==> src/rtl/vga_timing_gen.sv <==
// rtl/vga_timing_gen.sv - parametrised VGA raster timing generator (counters, blanking, sync, strobes)
// Optional frame counter enabled by defining VGA_TIMING_FRAME_CNT_EN.
module vga_timing_gen #(
    parameter int H_ACTIVE  = 800,
    parameter int H_FP      = 40,
    parameter int H_SYNC    = 128,
    parameter int H_BP      = 88,
    parameter int V_ACTIVE  = 600,
    parameter int V_FP      = 1,
    parameter int V_SYNC    = 4,
    parameter int V_BP      = 23,
    parameter int HSYNC_POL = 1,
    parameter int VSYNC_POL = 1,
    parameter int CNT_W     = 11
) (
    input  logic             clk,
    input  logic             rst_n,
    input  logic             en,
    output logic [CNT_W-1:0] hcount,
    output logic [CNT_W-1:0] vcount,
    output logic             hblnk,
    output logic             vblnk,
    output logic             hsync,
    output logic             vsync,
    output logic             line_start,
    output logic             frame_start,
    output logic [15:0]      frame_cnt
);

    localparam int H_TOTAL = H_ACTIVE + H_FP + H_SYNC + H_BP;
    localparam int V_TOTAL = V_ACTIVE + V_FP + V_SYNC + V_BP;

    localparam logic [CNT_W-1:0] H_LAST     = CNT_W'(H_TOTAL - 1);
    localparam logic [CNT_W-1:0] V_LAST     = CNT_W'(V_TOTAL - 1);
    localparam logic [CNT_W-1:0] H_ACT_END  = CNT_W'(H_ACTIVE);
    localparam logic [CNT_W-1:0] V_ACT_END  = CNT_W'(V_ACTIVE);
    localparam logic [CNT_W-1:0] HS_START   = CNT_W'(H_ACTIVE + H_FP);
    localparam logic [CNT_W-1:0] HS_END     = CNT_W'(H_ACTIVE + H_FP + H_SYNC);
    localparam logic [CNT_W-1:0] VS_START   = CNT_W'(V_ACTIVE + V_FP);
    localparam logic [CNT_W-1:0] VS_END     = CNT_W'(V_ACTIVE + V_FP + V_SYNC);
    localparam logic             HS_ON      = (HSYNC_POL != 0);
    localparam logic             VS_ON      = (VSYNC_POL != 0);

    generate
        if (H_ACTIVE == 0 || H_FP == 0 || H_SYNC == 0 || H_BP == 0 ||
            V_ACTIVE == 0 || V_FP == 0 || V_SYNC == 0 || V_BP == 0) begin : g_bad_timing
            $error("vga_timing_gen: timing parameters must all be non-zero");
        end
        if (CNT_W < 1 || CNT_W > 30 ||
            (H_TOTAL - 1) >= (1 << CNT_W) || (V_TOTAL - 1) >= (1 << CNT_W)) begin : g_bad_width
            $error("vga_timing_gen: CNT_W cannot hold H_TOTAL-1 / V_TOTAL-1");
        end
    endgenerate

    logic             h_wrap;
    logic             v_wrap;
    logic [CNT_W-1:0] h_nxt;
    logic [CNT_W-1:0] v_nxt;
    logic             hsync_act;
    logic             vsync_act;

    // Flags are derived from the next counter value so they line up with hcount/vcount.
    always_comb begin
        h_wrap = (hcount == H_LAST);
        v_wrap = (vcount == V_LAST);
        h_nxt  = hcount;
        v_nxt  = vcount;
        if (en) begin
            if (h_wrap) begin
                h_nxt = '0;
                v_nxt = v_wrap ? '0 : vcount + CNT_W'(1);
            end else begin
                h_nxt = hcount + CNT_W'(1);
            end
        end
        hsync_act = (h_nxt >= HS_START) && (h_nxt < HS_END);
        vsync_act = (v_nxt >= VS_START) && (v_nxt < VS_END);
    end

    always_ff @(posedge clk or negedge rst_n) begin
        if (!rst_n) begin
            hcount      <= '0;
            vcount      <= '0;
            hblnk       <= 1'b0;
            vblnk       <= 1'b0;
            hsync       <= ~HS_ON;
            vsync       <= ~VS_ON;
            line_start  <= 1'b0;
            frame_start <= 1'b0;
        end else begin
            hcount      <= h_nxt;
            vcount      <= v_nxt;
            hblnk       <= (h_nxt >= H_ACT_END);
            vblnk       <= (v_nxt >= V_ACT_END);
            hsync       <= hsync_act ? HS_ON : ~HS_ON;
            vsync       <= vsync_act ? VS_ON : ~VS_ON;
            line_start  <= en && h_wrap;
            frame_start <= en && h_wrap && v_wrap;
        end
    end

`ifdef VGA_TIMING_FRAME_CNT_EN
    logic [15:0] frame_cnt_q;

    // Advances on the same edge that raises frame_start.
    always_ff @(posedge clk or negedge rst_n) begin
        if (!rst_n) begin
            frame_cnt_q <= '0;
        end else if (en && h_wrap && v_wrap) begin
            frame_cnt_q <= frame_cnt_q + 16'd1;
        end
    end

    assign frame_cnt = frame_cnt_q;
`else
    assign frame_cnt = 16'd0;
`endif

endmodule

==> config.mk <==
export PLATFORM = sky130hd
export DESIGN_NAME = vga_timing_gen
export DESIGN_NICKNAME = d
export VERILOG_FILES = /design/src/rtl/vga_timing_gen.sv
export SDC_FILE = /design/constraint.sdc
export NUM_CORES = 1
export LEC_CHECK = 0
export ABC_CLOCK_PERIOD_IN_PS = 1900
export CAP_MARGIN = 5
export CORE_ASPECT_RATIO = 2
export CORE_MARGIN = 5
export CORE_UTILIZATION = 41
export CTS_CLUSTER_DIAMETER = 100
export DETAILED_ROUTE_END_ITERATION = 12
export GPL_ROUTABILITY_DRIVEN = 0
export HOLD_SLACK_MARGIN = 0.03
export PLACE_DENSITY = 0.74
export SYNTH_ARGS = -nofsm -noshare
export SYNTH_HDL_FRONTEND = slang
export SYNTH_SLANG_ARGS = --single-unit
==> constraint.sdc <==
create_clock -name clk -period 1.9 [get_ports clk]
set_input_delay 0.38 -clock clk [delete_from_list [all_inputs] [get_ports clk]]
set_output_delay 0.38 -clock clk [all_outputs]
set_load 0.05 [all_outputs]
==> results of run 1 <==
layer usage:
| metal | wire, µm | global-route usage, % |
|---|---|---|
| met5 | 0 | 0 |
| met4 | 167 | 9.55 |
| met3 | 231 | 1.54 |
| met2 | 2690 | 32.8 |
| met1 | 1540 | 16.7 |
worst max path at each step:
stage,start,to,slack (ns),cells past startpoint
floorplan,vcount[2],vblnk,-0.18,7
global placement,en,hsync,-0.30,8
global route,vcount[2],vblnk,-0.11,7
detailed placement,en,hsync,-0.35,8
finish,vcount[2],vblnk,-0.07,6
CTS,vcount[2],vsync,-0.11,8
final cells by class:
class,instances,area (µm²)
Clock buffer,4,55.1
Fill cell,356,1670
Inverter,2,10.0
Multi-Input combinational cell,134,953
Sequential cell,28,719
Tap cell,52,65.1
Timing Repair Buffer,74,576
timing repair:
item / CTS / global route
gates resized for setup: 7 / 19
setup buffers: 1 / 1
endpoints found under the hold margin: 0 / 0
setup endpoints to repair: 5 / 11
pin swaps: 8 / 13
power by group through the flow:
stage / sequential (mW) / combinational [mW] / clock [mW]
CTS: 0.741 / 0.935 / 0.375
finish: 0.745 / 0.948 / 0.366
global placement: 0.749 / 0.905 / 0
detailed placement: 0.751 / 0.925 / 0
global route: 0.752 / 1.01 / 0.400
floorplan: 1.01 / 0.382 / 0
cells in the final DEF (no fill, tap or decap), types with 5 or more instances in the layout:
master,synthesis,routed
dfrtp_2,0,15
dfrtp_1,28,13
conb_1,1,16
nor2_1,9,8
clkdlybuf4s50_1,0,5
nand2_1,13,13
and3_1,6,5
nor3_1,8,6
nand3_1,6,5
xnor2_1,16,15
buf_4,17,67
nand4_1,6,6
critical path: cells and delay by family (launching register included):
| family | cells | cell delay (ns) |
|---|---|---|
| DFF | 1 | 0.43 |
| AOI/OAI and AO/OA | 4 | 0.71 |
| and+or+nand+nor | 2 | 0.71 |
metrics by stage:
step	cell area (µm²)	setup TNS, ns
6_report	2380	-0.104
5_1_grt	2380	-0.315
4_1_cts	2300	-0.312
3_5_place_dp	2210	-1.89
3_3_place_gp	2210	-1.66
2_1_floorplan	1800	-0.561
registers in the layout (all words and copies together) (netlist names):
name	flops
vcount	11
frame_start	1
vblnk	1
hsync	1
hcount	11
line_start	1
vsync	1
hblnk	1
cells in the mapped netlist, drive strengths merged, types with 3 or more instances:
| cell type | number |
|---|---|
| nor3 | 8 |
| nand2 | 13 |
| xor2 | 3 |
| and3 | 7 |
| nor2b | 4 |
| nand4 | 6 |
| o21ai | 9 |
| clkbuf | 6 |
| nor2 | 9 |
| buf | 23 |
| a31oi | 4 |
| nand3 | 6 |
| xnor2 | 16 |
| a21oi | 6 |
| dfrtp | 28 |
logic make-up after synthesis:
kind of cell / Yosys count / synth area share, %
simple gates: 65 / 22.1
buf+inv: 31 / 12.3
xor+xnor: 19 / 9.83
compound gates: 30 / 11.4
other cells: 1 / 0.222
mux: 2 / 1.33
flops: 28 / 41.4
fa+ha+maj: 2 / 1.48
==> reports/results.ini, run 1 <==
[floorplanning]
dieHeight_um=101
io_pins=47
die_area_mm2=0.00559
initial_utilization_pct=41.8
rows=33
core_area_mm2=0.00405
dieWidth_um=55.4

[clock_tree]
cts.sinks=28
insertion_delay_ns=0.27
clockBufferDepth=2
clock-root-buffer=clkbuf_8
htree_levels=1
clk_pin_slew_worst_paths_ns=0.09
cts_tree=done
cts_buffers=3
postCtsHoldBufs=0

[outcome]
status=finished with violations
failed_checks=setup timing

[routing]
antenna_left=0
dr.pass1.iters=4
drc=0
first_iter_violations=60
totalWireLength_mm=4.63
vias=1563
vias_per_cell=5.32
wl_per_cell_um=15.7

[pwr]
netSwitchingFraction_pct=41.6
comb_power_share_pct=46.0
seqPwrFrac_pct=36.2
finalPower_mw=2.06
cellPowerDensity_mw_per_mm2=866
clockPowerShare_pct=17.8
p_int_mw=1.20
leakage_nw=1.10
peakVddDrop_mv=0.803
switchingPower_uw=858

[global_routing]
grt_usage_pct=16.7
grt_start_max_net_pins=29
grt_pass1_wl_mm=7.35
overflow=0
grt_pass1_vias=1567
antenna_found_initial=0

[run]
max_cap_viol_count=0

[logic_synthesis]
ys_types=44
synthArstFlopShare_pct=100
synth_top_area_cell=dfrtp_1
syn_area_per_cell_um2=9.51
synth.area.top_cells=dfrtp_1 41%, xnor2_1 8.3%, buf_4 7.5%
synth-seq-cells=28
netlist_instances=178
synth.top_cell.area_share_pct=41.4
synth_edf_count=0
syn_area_mm2=0.00169
synth_seq_area_share_pct=41.4
synth_top_flop_cell=dfrtp_1
ys_warn_count=0

[critical_path]
path_cells=or4_4 > nor4_4 > o21ai_1 > a22o_1 > a21oi_2 > o21ai_2
crit_arrival_ns=2.13
crit_slowest_cell=or4_4
r2r_start=vcount[2]
crit_fanout=4
r2r_setup_slack_ns=-0.07
required_ns=2.06
end_kind=flop
start_kind=flop
timing.rr.end=vblnk
worst-setup-path-type=reg2reg
max_stage_delay_ns=0.53
r2r_cells=6

[sta]
rsz0062_at_grt=yes
tightest_slew_ns=0.497
holdWs_ns=0.486
hold_viol=0
fmax_mhz=509
finalCritPeriodShare_pct=104
period_needed_ns=1.97
fin_ws_ns=-0.0665
slew_headroom_pct=66.8
fin_skew_ns=0.00405
drv_slew=0
setup_viol=3

[placement]
dp_hpwl_mm=3.44
io_buffers=30
place_ws_ns=-0.345
dp_cells=288

[finish]
fin_cells=294
fin_nets=248
diodes=0
final_util_pct=58.8
area_growth_pct=40.5
drive_gt1_share_pct=47.5

[hold_path]
hold_class=in2async

Power figures use the tool's default switching activity.
==> run 2: changes to the inputs <==
--- a/config.mk
+++ b/config.mk
@@ -13,6 +13,7 @@
 export CTS_CLUSTER_DIAMETER = 100
 export DETAILED_ROUTE_END_ITERATION = 12
 export GPL_ROUTABILITY_DRIVEN = 0
+export GPL_TIMING_DRIVEN = 0
 export HOLD_SLACK_MARGIN = 0.03
 export PLACE_DENSITY = 0.74
 export SYNTH_ARGS = -nofsm -noshare
==> reports/results.ini, run 2 (synthesis results as in run 1) <==
[clock_tree]
postCtsHoldBufs=0  ; unchanged
cts.sinks=28  ; unchanged
clockBufferDepth=2  ; unchanged
htree_levels=1  ; unchanged
clock-root-buffer=clkbuf_8
insertion_delay_ns=0.28  ; about the same
cts_buffers=3  ; unchanged
cts_tree=done
clk_pin_slew_worst_paths_ns=0.09  ; about the same

[finish]
final_area_mm2=0.00244  ; +2.5%
fillers=378  ; +6.2%
regArea_um2=719  ; unchanged
diodes=0  ; unchanged
layout_commonest_cell=buf_4
area_growth_pct=44.0
drive_gt1_share_pct=38.4  ; -9.2 points
fin_nets=251  ; +1.2%
reg_top3=hcount: 11 flops, vcount: 11 flops
final_cell_mix=40 x buf_4, 16 x conb_1, 15 x xnor2_1, 15 x dfrtp_2
multi_input_area_um2=943  ; -1.0%

[hold_path]
hold_class=in2async

[critical_path]
cp-startpoint=vcount[2]
required_ns=2.07  ; about the same
start_kind=flop
r2r_start=vcount[2]
crit_arrival_ns=2.28  ; +0.15 ns
worst-setup-path-type=reg2reg
end_kind=flop
crit_fanout=6  ; +2

[sta]
hold_viol=0  ; unchanged
drv_slew=0  ; unchanged
fin_skew_ns=0.00678  ; +0.00274 ns
fmax_mhz=474  ; -6.9%
period_needed_ns=2.11  ; +0.145 ns
finalCritPeriodShare_pct=111  ; +7.6 points
slew_headroom_pct=57.6  ; -9.2 points
fin_ws_ns=-0.211  ; -0.145 ns
tightest_slew_ns=0.636  ; +0.139 ns
rsz0062_at_grt=yes
setup_viol=5  ; +2

[floorplanning]
initial_utilization_pct=41.8  ; unchanged
die_area_mm2=0.00559  ; unchanged
io_pins=47  ; unchanged
core_area_mm2=0.00405  ; unchanged
dieHeight_um=101  ; unchanged
rows=33  ; unchanged
dieWidth_um=55.4  ; unchanged

[placement]
place_area_mm2=0.00215  ; -2.6%
place_ws_ns=-0.333  ; +0.0124 ns
dp_hpwl_mm=3.07  ; -11%
io_buffers=29  ; -3.3%

[global_routing]
antenna_found_initial=0  ; unchanged
grt_pass1_wl_mm=6.60  ; -10%
grt_pass1_vias=1487  ; -5.1%
grt_start_max_net_pins=29  ; unchanged
overflow=0  ; unchanged
grt_usage_pct=14.8  ; -2.0 points

[routing]
dr.pass1.iters=4  ; unchanged
vias=1548  ; -0.96%
drc=0  ; unchanged
wl_per_cell_um=14.5  ; -7.9%
totalWireLength_mm=4.31  ; -7.0%
first_iter_violations=19  ; -68%
vias_per_cell=5.21  ; -2.0%
antenna_left=0  ; unchanged

[outcome]
failed_checks=setup timing
status=finished with violations

[run]
max_cap_viol_count=0  ; unchanged

[pwr]
cellPowerDensity_mw_per_mm2=808  ; -6.6%
peakVddDrop_mv=0.690  ; -14%
leakage_nw=1.16  ; +5.5%

run 2: layer usage:
| metal | routed length (µm) | track usage (%) | vias up |
|---|---|---|---|
| li1 | - | - | 722 |
| met1 | 1520 | 14.4 | 743 |
| met2 | 2460 | 28.6 | 71 |
| met3 | 210 | 2.05 | 12 |
| met4 | 112 | 8.80 | 0 |
| met5 | 0 | 0 | - |
run 2: report_power, final:
part / internal (mW) / switching [mW] / leakage (nW)
clock: 0.151 / 0.182 / 0.0228
combinational: 0.308 / 0.571 / 0.785
sequential: 0.682 / 0.0767 / 0.354
run 2: timing repair:
| action | 4_1_cts | 5_1_grt |
|---|---|---|
| gates resized for setup | 19 | 28 |
| pin swaps | 7 | 12 |
| endpoints found under the hold margin | 0 | 0 |
| buffers inserted | 4 | 16 |
| setup endpoints to repair | 20 | 16 |
run 2: area by class of cell:
class                           instances  area share (%)
Multi-Input combinational cell        134            38.7
Sequential cell                        28            29.5
Timing Repair Buffer                   49            17.6
Clock buffer                            4            1.85
Buffer                                 28            9.24
Inverter                                2           0.411
Tap cell                               52            2.67
run 2: path summary, 6_finish.rpt:
path,endpoint,slack (ns),cells past startpoint
worst max register to register,vblnk,-0.21,8
worst min register to register,hcount[2],0.52,1
min in group clk,hcount[2],0.42,3
worst min-delay path,vcount[9],0.11,1
max in group asynchronous,hcount[5],1.33,1
worst max-delay path,vblnk,-0.21,8
run 2: metrics by stage:
step	cells	hold WS (ns)	utilization, %	power, mW	setup TNS (ns)
2_1_floorplan	193	0.0844	-	1.39	-0.561
3_3_place_gp	274	0.505	53.2	1.61	-3.61
3_5_place_dp	274	0.507	53.2	1.63	-3.70
4_1_cts	282	0.418	55.6	1.95	-0.682
5_1_grt	297	0.176	60.2	2.06	-1.01
6_report	297	0.114	60.2	1.97	-0.501
run 2: critical path, stage by stage, from the launching register on:
cell and delay [ns]:
dfrtp_2 0.42, buf_6 0.13, or4_4 0.52, nor4_4 0.13, buf_4 0.18, o21ai_2 0.06
a22o_1 0.29, a21oi_2 0.19, o21ai_2 0.08
